$ cat config.mk
export PLATFORM = sky130hd
export DESIGN_NAME = zbus_source_q
export DESIGN_NICKNAME = d
export VERILOG_FILES = /design/src/rtl/zbus_source_q.sv
export SDC_FILE = /design/constraint.sdc
export NUM_CORES = 1
export LEC_CHECK = 0
export ABC_AREA = 1
export CAP_MARGIN = 20
export CORE_UTILIZATION = 30
export CTS_BUF_LIST = sky130_fd_sc_hd__clkbuf_4
export DETAILED_ROUTE_END_ITERATION = 6
export HOLD_SLACK_MARGIN = 0.06
export PLACE_DENSITY_LB_ADDON = 0.15
export SYNTH_ARGS = -nofsm -noshare
export SYNTH_HDL_FRONTEND = slang
export SYNTH_SLANG_ARGS = --single-unit
$ cat constraint.sdc
create_clock -name z_clk -period 2.1 [get_ports z_clk]
set_input_delay 0.42 -clock z_clk [delete_from_list [all_inputs] [get_ports z_clk]]
set_output_delay 0.42 -clock z_clk [all_outputs]
set_load 0.05 [all_outputs]
$ cat src/rtl/zbus_source_q.sv
// Queued zbus source: buffers loaded words in a small FIFO and presents them
// on a valid/ack zbus, with back-to-back, fixed-gap or LFSR-throttled pacing.
module zbus_source_q #(
  parameter int          BW    = 8,
  parameter int          DEPTH = 4,
  parameter int          MODE  = 0,
  parameter int          GAP   = 1,
  parameter logic [15:0] SEED  = 16'hACE1,
  parameter int          CW    = 16,
  parameter logic        XZ    = 1'bx
) (
  input  logic          z_clk,
  input  logic          z_rst,
  input  logic          l_vld,
  input  logic [BW-1:0] l_bus,
  output logic          l_rdy,
  output logic          z_vld,
  output logic [BW-1:0] z_bus,
  input  logic          z_ack,
  output logic [CW-1:0] cnt,
  output logic          emp
);

  localparam int            AW     = $clog2(DEPTH);
  localparam int            OW     = AW + 1;
  localparam logic [BW-1:0] FILL   = {BW{XZ}};
  localparam bit            B2B    = (MODE == 0) || (MODE == 1 && GAP == 0);
  localparam bit            GAPPED = (MODE == 1) && (GAP > 0);

  typedef enum logic [1:0] {S_IDLE, S_VALID, S_GAP} state_t;

  function automatic logic [15:0] lfsr_next(input logic [15:0] s);
    logic fb;
    fb = s[0] ^ s[2] ^ s[3] ^ s[5];
    return {fb, s[15:1]};
  endfunction

  logic [BW-1:0] mem_q [DEPTH];

  state_t        state_q, state_d;
  logic [AW-1:0] wr_ptr_q, wr_ptr_d, rd_ptr_q, rd_ptr_d;
  logic [OW-1:0] occ_q, occ_d;
  logic [7:0]    gcnt_q, gcnt_d;
  logic [15:0]   lfsr_q, lfsr_d;
  logic [CW-1:0] cnt_q, cnt_d;
  logic          z_vld_q, z_vld_d;
  logic [BW-1:0] z_bus_q, z_bus_d;
  logic          l_rdy_q, l_rdy_d;
  logic          emp_q, emp_d;
  logic          load, pop, xfer, permit;

  always_comb begin
    load    = l_vld & l_rdy_q;
    xfer    = z_vld_q & z_ack;
    permit  = (MODE != 2) || lfsr_q[0];
    pop     = 1'b0;
    state_d = state_q;
    gcnt_d  = gcnt_q;
    z_vld_d = z_vld_q;
    z_bus_d = z_bus_q;

    unique case (state_q)
      S_IDLE: begin
        if (occ_q != '0 && permit) begin
          pop     = 1'b1;
          state_d = S_VALID;
          z_vld_d = 1'b1;
          z_bus_d = mem_q[rd_ptr_q];
        end
      end
      S_VALID: begin
        if (xfer) begin
          // Sustained streaming: pop the next word on the same edge as the ack.
          if (B2B && occ_q != '0) begin
            pop     = 1'b1;
            z_bus_d = mem_q[rd_ptr_q];
          end else begin
            z_vld_d = 1'b0;
            z_bus_d = FILL;
            if (GAPPED) begin
              state_d = S_GAP;
              gcnt_d  = 8'(GAP - 1);
            end else begin
              state_d = S_IDLE;
            end
          end
        end
      end
      S_GAP: begin
        if (gcnt_q == '0) state_d = S_IDLE;
        else              gcnt_d  = gcnt_q - 8'd1;
      end
      default: state_d = S_IDLE;
    endcase

    wr_ptr_d = load ? wr_ptr_q + AW'(1) : wr_ptr_q;
    rd_ptr_d = pop  ? rd_ptr_q + AW'(1) : rd_ptr_q;
    unique case ({load, pop})
      2'b10:   occ_d = occ_q + OW'(1);
      2'b01:   occ_d = occ_q - OW'(1);
      default: occ_d = occ_q;
    endcase

    cnt_d   = xfer ? cnt_q + CW'(1) : cnt_q;
    l_rdy_d = (occ_d != OW'(DEPTH));
    emp_d   = (occ_d == '0) && !z_vld_d;
    lfsr_d  = lfsr_next(lfsr_q);
  end

  always_ff @(posedge z_clk or posedge z_rst) begin
    if (z_rst) begin
      state_q  <= S_IDLE;
      wr_ptr_q <= '0;
      rd_ptr_q <= '0;
      occ_q    <= '0;
      gcnt_q   <= '0;
      lfsr_q   <= SEED;
      cnt_q    <= '0;
      z_vld_q  <= 1'b0;
      z_bus_q  <= FILL;
      l_rdy_q  <= 1'b1;
      emp_q    <= 1'b1;
    end else begin
      state_q  <= state_d;
      wr_ptr_q <= wr_ptr_d;
      rd_ptr_q <= rd_ptr_d;
      occ_q    <= occ_d;
      gcnt_q   <= gcnt_d;
      lfsr_q   <= lfsr_d;
      cnt_q    <= cnt_d;
      z_vld_q  <= z_vld_d;
      z_bus_q  <= z_bus_d;
      l_rdy_q  <= l_rdy_d;
      emp_q    <= emp_d;
    end
  end

  // Storage carries no reset; occupancy alone decides which entries are live.
  always_ff @(posedge z_clk) begin
    if (load) mem_q[wr_ptr_q] <= l_bus;
  end

  assign l_rdy = l_rdy_q;
  assign z_vld = z_vld_q;
  assign z_bus = z_bus_q;
  assign cnt   = cnt_q;
  assign emp   = emp_q;

endmodule
==> impl_metrics.toml <==
[clocking]
h-tree-depth = 3
cts_tree = "built"
cts_buffers = 9
path_clk_slew_ns = 0.12
cts_setup_buffers = 0
clock_path_buffers = 2
clkLatencyLatePin_ns = 0.42
cts.sinks = 67
cts_root_buffer = "clkbuf_4"

[critical_path]
crit_buf_inv = 1
ff2ff_path_depth = 11
endpoint = "z_bus[6]"
cpPeakStageDelay_ns = 0.81
rr_endpoint = "emp"
cp.arrival_ns = 1.60
end_kind = "output pin"
crit_path_start_kind = "register"
worstPathCellList = "clkdlybuf4s50_1"
crit_family = "buffers and inverters"
cp_max_fo = 2
cp-startpoint = "z_bus[6]"
reg2reg_slack_ns = 0.24
cpMaxStageDelayCell = "clkdlybuf4s50_1"
rr_startpoint = "occ_q[1]"
cp.depth = 1
worstSetupPathType = "reg2out"
worstPathRequired_ns = 1.68

[floorplanning]
core_area_sq_um = 9420
row_count = 35
initial_core_util = 0.316
pin_count = 39
dieArea_sq_um = 10300
die_y_microns = 102
die_w_microns = 102

[synthesis]
synth-simple-area-share = 0.198
synthAdderAreaFrac = 0.0320
synth_xor_area_frac = 0.0324
synth_compound_area_frac = 0.0568
avgSynthCellArea_sq_um = 10.2
synth_commonest_cells = "nand2_1, nor2_1, inv_1"
yosysSeqAreaShare = 0.618
syn-cell-area_sq_um = 2980
synth_cells = 292
synth.largest_area_cell = "edfxtp_1"
synth_top_cell_area_share = 0.323
yosysMostFrequentCell = "nand2_1"
synth_nets = 311
ys.flop_type = "dfrtp_1"
netlist_top_cells_area = "edfxtp_1, dfrtp_1, nand2_1"
yosys_warnings = 0
async_reset_ff_frac = 0.522
yosysUniqueCellTypes = 28
muxShareOfSynthArea = 0.00378
synth_edf_count = 32
ys_ff_latch = 67
synth_top_family_by_area = "simple AND/OR/NAND/NOR gates"

[global_route]
grtUsageTotal = 0.130
grt_pass1_vias = 2042
grt_pass1_wl_mm = 9.85
grt_max_degree = 36
grt_overflow_total = 0
antenna_found_initial = 0

[routing]
wirelength_mm = 5.78
drtIter0Drc = 92
first_pass_iters = 4
vias_per_cell = 4.22
drcViolationCount = 0
wl_per_cell_microns = 11.9
vias = 2053
postRouteAntennaNets = 0

[power_and_ir_drop]
power_leakage_nw = 1.70
power_density_nw_per_um2 = 1260
p_total_mw = 4.69
ir_drop_v = 0.000614

[place]
dp_slack_ns = -0.330
port-buffer-count = 38
dp_hpwl_mm = 4.04
gp_congestion = 0.792
place_area_sq_um = 3610

[layout]
design_area_sq_um = 3720
fin_nets = 371
drive_above_1_share = 0.154
syn_to_final_growth_pct = 25.0
fin_util = 0.395
antenna_cells = 0

[timing]
fin_ws_ns = 0.0821
period_minus_slack_ns = 2.02
relSlewSlack = 0.645
rsz0062_at_grt = "no"
slew_viol_final = 0
fin_skew_ns = 0.0188
finalSetupViolCount = 0
tightest_slew_ns = 0.531
finalHoldViolations = 0
fmax_mhz = 496
post-route-period-util = 0.961

[run_status]
outcome = "finished clean"

[flow_run]
drv_cap = 0

[min_path]
hold_class = "in2async"
[worst min path at each step]
stage,endpoint,slack [ns]
floorplan,state_q[0],0.48
finish,cnt[13],0.38
global route,cnt[13],0.39
detailed placement,cnt[15],0.50
global placement,cnt[15],0.49
CTS,cnt[13],0.38
[layer usage]
metal / routed length, microns / GRT usage / vias up
met4: 85 / 0.0602 / 0
met2: 2770 / 0.204 / 35
met1: 2670 / 0.161 / 944
met5: 0 / 0 / -
met3: 259 / 0.0435 / 7
li1: - / - / 1067
[report_power, final]
part	total, mW	switching (mW)	internal, mW
clock	0.714	0.466	0.248
combinational	2.04	1.32	0.713
sequential	1.94	0.212	1.73
total	4.69	2.00	2.69
[tightest hold or removal path: stages]
cell	delay, ns
clkdlybuf4s50_1	0.39
inv_1	0.05
buf_4	0.39
[flip-flops by register name, summed over array words and instances (netlist names)]
name and flops:
cnt 16, emp 1, l_rdy 1, mem_q 32, occ_q 3, rd_ptr_q 2, state_q 1, wr_ptr_q 2
z_bus 8, z_vld 1
[cell families after synthesis]
logic type | after synthesis
mux | 1
flops | 67
xor+xnor | 11
compound gates | 30
simple gates | 134
buf+inv | 42
fa+ha+maj | 7
[stage by stage]
step	hold WS [ns]	cells	setup TNS, ns
after floorplan	0.479	292	0
after global placement	0.495	470	-0.700
after detailed placement	0.502	470	-0.805
after CTS	0.377	486	0
after global routing	0.393	486	0
final	0.381	486	0
[timing repair]
item,CTS,global route
hold buffers,0,0
gates cloned,0,0
endpoints found under the setup margin,14,7
hold endpoints to repair,0,0
pin swaps,0,1
resized for setup,14,8
[cell usage in the layout (no fill, tap or decap), drive strengths merged]
cell / netlist / layout
nor2: 55 / 55
clkinv: 0 / 3
o21ai: 27 / 27
ha: 6 / 6
xor2: 5 / 5
clkbuf: 0 / 10
fa: 1 / 1
mux2: 1 / 1
nand3: 10 / 10
dfrtp: 33 / 33
xnor2: 6 / 6
dfstp: 2 / 2
dlymetal6s2s: 0 / 5
a21oi: 3 / 3
buf: 5 / 18
dlygate4sd2: 0 / 14
edfxtp: 32 / 32
nand2: 56 / 56
clkinvlp: 0 / 1
clkdlybuf4s50: 0 / 17
nand4: 10 / 10
nand3b: 2 / 2
inv: 37 / 39
nor3: 1 / 1
[cell type report]
| cell class | instances | area [sq um] |
|---|---|---|
| Sequential cell | 67 | 1840 |
| Tap cell | 129 | 161 |
| Inverter | 37 | 139 |
| Timing Repair Buffer | 54 | 503 |
| Fill cell | 957 | 5700 |
| Clock buffer | 10 | 75.1 |
| Clock inverter | 6 | 32.5 |
| Multi-Input combinational cell | 183 | 967 |
Note: power is estimated with default switching activity, not from simulation.
